**config.mk**
```make
export PLATFORM = sky130hd
export DESIGN_NAME = sel_frame_mux
export DESIGN_NICKNAME = d
export VERILOG_FILES = /design/src/rtl/sel_frame_mux_pkg.sv /design/src/rtl/hs_reg.sv /design/src/rtl/sel_frame_mux.sv
export SDC_FILE = /design/constraint.sdc
export NUM_CORES = 1
export LEC_CHECK = 0
export ABC_CLOCK_PERIOD_IN_PS = 1250
export CAP_MARGIN = 5
export CELL_PAD_IN_SITES_DETAIL_PLACEMENT = 1
export CELL_PAD_IN_SITES_GLOBAL_PLACEMENT = 1
export CORE_MARGIN = 1
export CORE_UTILIZATION = 23
export DETAILED_ROUTE_END_ITERATION = 6
export GPL_TIMING_DRIVEN = 0
export PLACE_DENSITY_LB_ADDON = 0.15
export SYNTH_ARGS = -nofsm -noshare
export SYNTH_HDL_FRONTEND = slang
export SYNTH_SLANG_ARGS = --single-unit
```
**constraint.sdc**
```tcl
create_clock -name clk -period 1.25 [get_ports clk]
set_input_delay 0.25 -clock clk [delete_from_list [all_inputs] [get_ports clk]]
set_output_delay 0.25 -clock clk [all_outputs]
set_load 0.02 [all_outputs]
```
**src/rtl/sel_frame_mux_pkg.sv**
```systemverilog
// Shared types and helpers for the selector-driven frame multiplexer.
// Latency: n/a (declarations only).
// Backpressure: n/a (declarations only).
package sel_frame_mux_pkg;

  // Largest channel count the selector path is sized for.
  localparam int MAX_INPUTS = 16;

  // Frame FSM: IDLE waits for a selector, ACTIVE forwards one locked frame.
  typedef enum logic {
    IDLE   = 1'b0,
    ACTIVE = 1'b1
  } state_t;

  // Selector width for n channels; never narrower than one bit.
  function automatic int sel_width(input int n);
    return (n < 2) ? 1 : $clog2(n);
  endfunction

endpackage

```
**src/rtl/hs_reg.sv**
```systemverilog
// Single-entry output register with a valid/ready handshake.
// Latency: an accepted input beat is presented on out_dat one cycle later.
// Backpressure: in_rdy = !out_vld || out_rdy, so draining and reloading share a cycle.
module hs_reg #(
  parameter int WIDTH = 9
) (
  input  logic             clk,
  input  logic             rst,
  input  logic [WIDTH-1:0] in_dat,
  input  logic             in_vld,
  output logic             in_rdy,
  output logic [WIDTH-1:0] out_dat,
  output logic             out_vld,
  input  logic             out_rdy
);

  // The slot is free when empty or when its current beat leaves this cycle.
  assign in_rdy = !out_vld || out_rdy;

  // Load a new beat, drop a drained one, or hold a stalled one unchanged.
  always_ff @(posedge clk or posedge rst) begin
    if (rst) begin
      out_vld <= 1'b0;
      out_dat <= '0;
    end else if (in_rdy) begin
      out_vld <= in_vld;
      if (in_vld) begin
        out_dat <= in_dat;
      end
    end
  end

endmodule

```
**src/rtl/sel_frame_mux.sv**
```systemverilog
// Frame multiplexer: a selector locks one input channel for a whole frame, ended by in_last.
// Latency: one cycle from an accepted input beat to out_vld; err follows a bad selector by one cycle.
// Backpressure: only the locked channel sees ready, and only when the output slot is free; others stall.
module sel_frame_mux
  import sel_frame_mux_pkg::*;
#(
  parameter int DATA_WIDTH = 8,
  parameter int INPUTS     = 3,   // legal range 2..MAX_INPUTS
  parameter int SEL_WIDTH  = sel_width(INPUTS)
) (
  input  logic                         clk,
  input  logic                         rst,
  input  logic [INPUTS*DATA_WIDTH-1:0] in_data,
  input  logic [INPUTS-1:0]            in_last,
  input  logic [INPUTS-1:0]            in_vld,
  output logic [INPUTS-1:0]            in_rd,
  input  logic [SEL_WIDTH-1:0]         sel,
  input  logic                         sel_vld,
  output logic                         sel_rd,
  output logic [DATA_WIDTH-1:0]        out_data,
  output logic                         out_last,
  output logic                         out_vld,
  input  logic                         out_rd,
  output logic                         err
);

  // Channel count widened by one bit so "sel < INPUTS" is exact even when
  // INPUTS is a power of two and every selector code is legal.
  localparam logic [SEL_WIDTH:0] NUM_CH = (SEL_WIDTH + 1)'(INPUTS);

  state_t                state;
  state_t                state_nxt;
  logic [SEL_WIDTH-1:0]  lock_idx;
  logic [SEL_WIDTH-1:0]  lock_idx_nxt;
  logic                  err_nxt;

  logic                  sel_ok;
  logic [DATA_WIDTH-1:0] cur_dat;
  logic                  cur_last;
  logic                  cur_vld;
  logic                  beat_vld;
  logic                  hs_in_rdy;
  logic [DATA_WIDTH:0]   hs_out_dat;

  assign sel_ok = ({1'b0, sel} < NUM_CH);

  // Pick payload, last flag and valid of the locked channel.
  always_comb begin
    cur_dat  = '0;
    cur_last = 1'b0;
    cur_vld  = 1'b0;
    for (int i = 0; i < INPUTS; i++) begin
      if (lock_idx == SEL_WIDTH'(i)) begin
        cur_dat  = in_data[i*DATA_WIDTH +: DATA_WIDTH];
        cur_last = in_last[i];
        cur_vld  = in_vld[i];
      end
    end
  end

  // Ready goes only to the locked channel while a frame is active; the rest stall.
  always_comb begin
    in_rd = '0;
    for (int i = 0; i < INPUTS; i++) begin
      in_rd[i] = (state == ACTIVE) && (lock_idx == SEL_WIDTH'(i)) && hs_in_rdy;
    end
  end

  // Next-state, lock capture, selector ready and error decode.
  always_comb begin
    state_nxt    = state;
    lock_idx_nxt = lock_idx;
    err_nxt      = 1'b0;
    sel_rd       = 1'b0;
    beat_vld     = 1'b0;
    case (state)
      IDLE: begin
        sel_rd = 1'b1;
        if (sel_vld) begin
          if (sel_ok) begin
            lock_idx_nxt = sel;
            state_nxt    = ACTIVE;
          end else begin
            err_nxt = 1'b1;
          end
        end
      end
      ACTIVE: begin
        // Selector changes are ignored here; the frame ends on its last beat,
        // which still drains through the output register after we leave.
        beat_vld = cur_vld;
        if (cur_vld && hs_in_rdy && cur_last) begin
          state_nxt = IDLE;
        end
      end
      default: begin
        state_nxt = IDLE;
      end
    endcase
  end

  // FSM state, locked channel and registered error pulse.
  always_ff @(posedge clk or posedge rst) begin
    if (rst) begin
      state    <= IDLE;
      lock_idx <= '0;
      err      <= 1'b0;
    end else begin
      state    <= state_nxt;
      lock_idx <= lock_idx_nxt;
      err      <= err_nxt;
    end
  end

  hs_reg #(
    .WIDTH (DATA_WIDTH + 1)
  ) u_out_reg (
    .clk     (clk),
    .rst     (rst),
    .in_dat  ({cur_last, cur_dat}),
    .in_vld  (beat_vld),
    .in_rdy  (hs_in_rdy),
    .out_dat (hs_out_dat),
    .out_vld (out_vld),
    .out_rdy (out_rd)
  );

  assign out_last = hs_out_dat[DATA_WIDTH];
  assign out_data = hs_out_dat[DATA_WIDTH-1:0];

endmodule
```
# ---- Word-level counts from Yosys, hierarchy flattened
# Cells that the tools add are included.
dict set report totals {
  out_inout_bits 15
  word_cells 40
  register_bits 14
}
dict set report op_classes {
  eq_ne 2
  reduce_logical 13
  mux 18
  magnitude_cmp 1
  bitwise_logic 1
}
# operator count
set op_table {}
lappend op_table {{8-bit two-way mux} 3}
lappend op_table {{1-bit two-way mux} 14}
lappend op_table {{1-bit logical AND} 8}
lappend op_table {{3-bit AND reduction} 1}
lappend op_table {{2-bit by 1-bit == test with 1-bit output (second input constant)} 1}
lappend op_table {{2-bit == test (second input constant)} 1}
lappend op_table {{2-bit zero test} 1}
lappend op_table {{2-bit less-than comparator (second input constant)} 1}
lappend op_table {{1-bit case mux with 2 select lines} 1}
lappend op_table {{2-bit AND reduction} 1}
lappend op_table {{1-bit zero test} 1}
lappend op_table {{1-bit logical OR} 1}
lappend op_table {{1-bit NOT} 1}

# ---- Logic depth before layout (Yosys ltp)
dict set report depth {
  ltp_word 8
  depth_mapped 6
}

# ---- Cells and area by module
# A second synthesis with hierarchy kept.
dict set report unflattened {
  cells_unflattened 77
  hier_area_um2 850.8
}
# module seq_area_each_um2 area_per_inst_um2 n_inst cells_each
set modules_own_cells {}
lappend modules_own_cells {hs_reg 250.2 429.2 1 23}
lappend modules_own_cells {sel_frame_mux 100.1 421.7 1 54}

# ---- Least setup slack after synthesis
# No wires, ideal clock.
dict set report synth_timing {
  path_kind {flip-flop to output port}
  from {register u_out_reg.out_vld}
  to {output in_rd[2]}
  stages_incl_launch_ff 4
  t_arrival_ns 1.187
  slack_ns -0.187
  required_ns 1.000
  path_buffers 0
  path_cell_list {dfrtp_1 -> nand2b_4 -> nand2_1 -> nor3b_1}
}
dict set report synth_between {
  elab_chain_cells 3
}
# element line_no
set synth_lines {}
lappend synth_lines {{from (decl)} hs_reg.sv:13} ;# output logic out_vld,
lappend synth_lines {{from (signal assigned)} hs_reg.sv:26} ;# out_vld <= in_vld;
lappend synth_lines {{1-bit zero test} hs_reg.sv:18} ;# assign in_rdy = !out_vld || out_rdy;
lappend synth_lines {{1-bit logical OR} hs_reg.sv:18}
lappend synth_lines {{1-bit logical AND} sel_frame_mux.sv:65} ;# in_rd[i] = (state == ACTIVE) && (lock_idx == SEL_WIDTH'(i)) && hs_in_rdy;
lappend synth_lines {{to (decl)} sel_frame_mux.sv:16} ;# output logic [INPUTS-1:0] in_rd,
# No other way between the ends.

# ---- Final worst setup path
dict set report layout_timing {
  from {register lock_idx[1]}
  to {output in_rd[1]}
}
dict set report layout_between {
  elab_chain_cells 3
}
# element line_no
set layout_lines {}
lappend layout_lines {{from (decl)} sel_frame_mux.sv:33} ;# logic [SEL_WIDTH-1:0] lock_idx;
lappend layout_lines {{from (signal assigned)} sel_frame_mux.sv:110} ;# lock_idx <= lock_idx_nxt;
lappend layout_lines {{2-bit by 1-bit == test with 1-bit output} sel_frame_mux.sv:65}
lappend layout_lines {{1-bit logical AND (2 in series)} sel_frame_mux.sv:65}
# No other way between the ends.

==> impl_metrics.json <==
{
  "status": "finished with violations",
  "failed_checks": "negative setup slack",
  "clkLatencyLatePin_ns": 0.28,
  "drive_gt1_share_pct": 38.3,
  "drt_iter0_markers": 13,
  "vias": 827,
  "initial_core_util_pct": 24.5,
  "whs_ns": 0.314,
  "place.gp.congestion": 0.717,
  "cts_sinks": 14,
  "firstDrtPassIters": 4,
  "synth_nets": 116,
  "grt_use_total_pct": 15.1,
  "dieWidth_um": 62.3,
  "final-hold-violation-count": 0,
  "overflow": 0,
  "io_pins": 51,
  "synth_top_family_by_area": "multiplexers",
  "syn2layout_area_growth_pct": 81.1,
  "avgRoutedWirePerCell_um": 14.5,
  "dpl_worst_slack_ns": -0.738,
  "final_cell_area_mm2": 0.00151,
  "setup_viol_count_final": 14,
  "fin_crit_ns": 1.55,
  "grt_start_max_net_pins": 15,
  "postPlaceCellArea_mm2": 0.00141,
  "clockRootBuffer": "clkbuf_4",
  "worstSetupStartpointType": "flip-flop",
  "fin_crit_sh_pct": 124,
  "syn_area_per_cell_um2": 10.4,
  "ys_ff_latch": 14,
  "antenna_cells": 0,
  "fp.dieH_um": 62.3,
  "rsz0062_at_grt": "yes",
  "num_rows": 21,
  "synth_compound_area_share_pct": 10.3,
  "multiInputGateArea_um2": 482,
  "cts_buffer_depth": 2,
  "synth_mux_area_share_pct": 26.9,
  "synth_simple_gate_area_share_pct": 14.8,
  "ff_latch_area_um2": 354,
  "io_buffers": 50,
  "place_hpwl_um": 1940,
  "fin_skew_ns": 0.00251,
  "drt-total-wl_um": 2720,
  "max_slew_margin_pct": 61.9,
  "synth_warnings": 0,
  "num-fill-cells": 402,
  "yosysSeqAreaShare_pct": 41.9,
  "synthAdderAreaFrac_pct": 0,
  "grt_pass1_vias": 894,
  "worstPathRequired_ns": 1.00,
  "critPathMaxFanout": 6,
  "synth_xor_area_share_pct": 0,
  "htree_levels": 1,
  "p_leak_nw": 0.690,
  "dieArea_mm2": 0.00388,
  "cp_data_arrival_time_ns": 1.30,
  "fmax_mhz": 644,
  "clk_pin_slew_worst_paths_ns": 0.09,
  "peakVddDrop_mv": 0.854,
  "critPathCaptureType": "primary output",
  "cts_tree": "yes",
  "hp-class": "in -> async",
  "max_cap_viol_count": 0,
  "final_nets": 178,
  "cellPowerDensity_mw_per_mm2": 2350,
  "finalWorstSetupSlack_ns": -0.304,
  "finalPower_mw": 3.56,
  "vias_per_cell": 4.42,
  "drc": 0,
  "synth_cell_type_count": 23,
  "grt_pass1_wl_um": 4490,
  "syn_inst": 80,
  "worst_pin_slew_ns": 0.570,
  "ant_nets": 0,
  "core_mm2": 0.00342,
  "antenna_found_initial": 0,
  "maxSlewViolCount": 0,
  "crit_type": "reg -> out",
  "cts_buffers": 3,
  "synth_area_um2": 836
}
[layout by cell type, fill, tap and decap left out, types with 2 or more instances in the layout]
master	count
clkbuf_8	2
clkbuf_2	9
dfrtp_2	3
mux2_4	9
nand2_2	2
o22a_1	2
buf_4	7
dfrtp_1	11
inv_1	2
mux2i_1	9
clkbuf_4	3
buf_6	7
nor2_1	3
o21ai_0	8
clkdlybuf4s50_1	35
nand2_1	12
o21ai_2	2
[report_power, final]
group / leakage (nW) / switching (mW) / internal [mW] / total [mW]
combinational: 0.502 / 1.14 / 1.28 / 2.42
clock: 0.0210 / 0.155 / 0.177 / 0.332
sequential: 0.167 / 0.139 / 0.674 / 0.813
[kinds of logic after synthesis]
group | count (synthesis)
and+or+nand+nor | 25
AOI/OAI and AO/OA | 15
DFF | 14
buffers and inverters | 8
muxes | 18
[sequential cells by signal, summed over array words and instances, names as in the netlist]
| register | cells |
|---|---|
| err | 1 |
| state | 1 |
| lock_idx | 2 |
| u_out_reg.out_vld | 1 |
| u_out_reg.out_dat | 9 |
[critical path, stage by stage, from the launching register on]
cell	delay, ns
dfrtp_1	0.38
buf_6	0.13
nor2b_1	0.11
buf_4	0.12
and3_4	0.17
buf_6	0.11
[layer usage]
metal	track usage (%)	up-vias	routed length, um
li1	-	398	-
met1	18.2	400	1140
met2	26.9	27	1430
met3	4.23	2	146
met4	2.62	0	10
met5	0	-	0
[through the flow]
stage	std cells	TNS, ns	util [%]
2_1_floorplan	80	-1.34	-
3_3_place_gp	176	-6.94	41.2
3_5_place_dp	176	-7.14	41.2
4_1_cts	185	-3.35	44.2
5_1_grt	187	-4.26	44.3
6_report	187	-3.45	44.3
[path summary, 6_finish.rpt]
kind                                       from              endpoint  slack, ns  depth (start not counted)
max                                 lock_idx[1]              in_rd[1]      -0.30                          5
min                                         rst  u_out_reg.out_dat[0]       0.31                          2
max reg2reg                         lock_idx[1]  u_out_reg.out_dat[5]      -0.29                          7
min reg2reg                u_out_reg.out_dat[2]  u_out_reg.out_dat[2]       0.52                          1
max in group asynchronous                   rst           lock_idx[0]       0.53                          2
min in group clk           u_out_reg.out_dat[2]  u_out_reg.out_dat[2]       0.52                          1
[cell usage after synthesis, drive strengths merged]
library cell	instances	share of area (%)
nand2b	1	1.6
mux2i	9	11
nor2b	1	0.75
and3	1	0.75
dfrtp	14	42
clkbuf	1	0.45
o21ai	11	7.0
and3b	1	1.0
buf	4	4.2
nor3	1	0.60
nor3b	1	0.90
o22a	2	2.1
a21oi	2	1.2
mux2	9	16
nand4	1	0.75
nor2	4	1.8
inv	3	1.3
nand2	14	6.6
[what timing repair did]
action	4_1_cts	5_1_grt
cloned	0	1
hold buffers	0	0
buffers inserted	5	1
endpoints found under the setup margin	25	25
resized for setup	52	27
pin swaps	2	0
[cell type report]
class | count | area share [%]
Timing Repair Buffer | 57 | 33.8
Multi-Input combinational cell | 58 | 31.8
Sequential cell | 14 | 23.4
Buffer | 5 | 3.88
Tap cell | 46 | 3.80
Clock buffer | 4 | 2.40
Inverter | 3 | 0.909
Power figures use the tool's default switching activity.
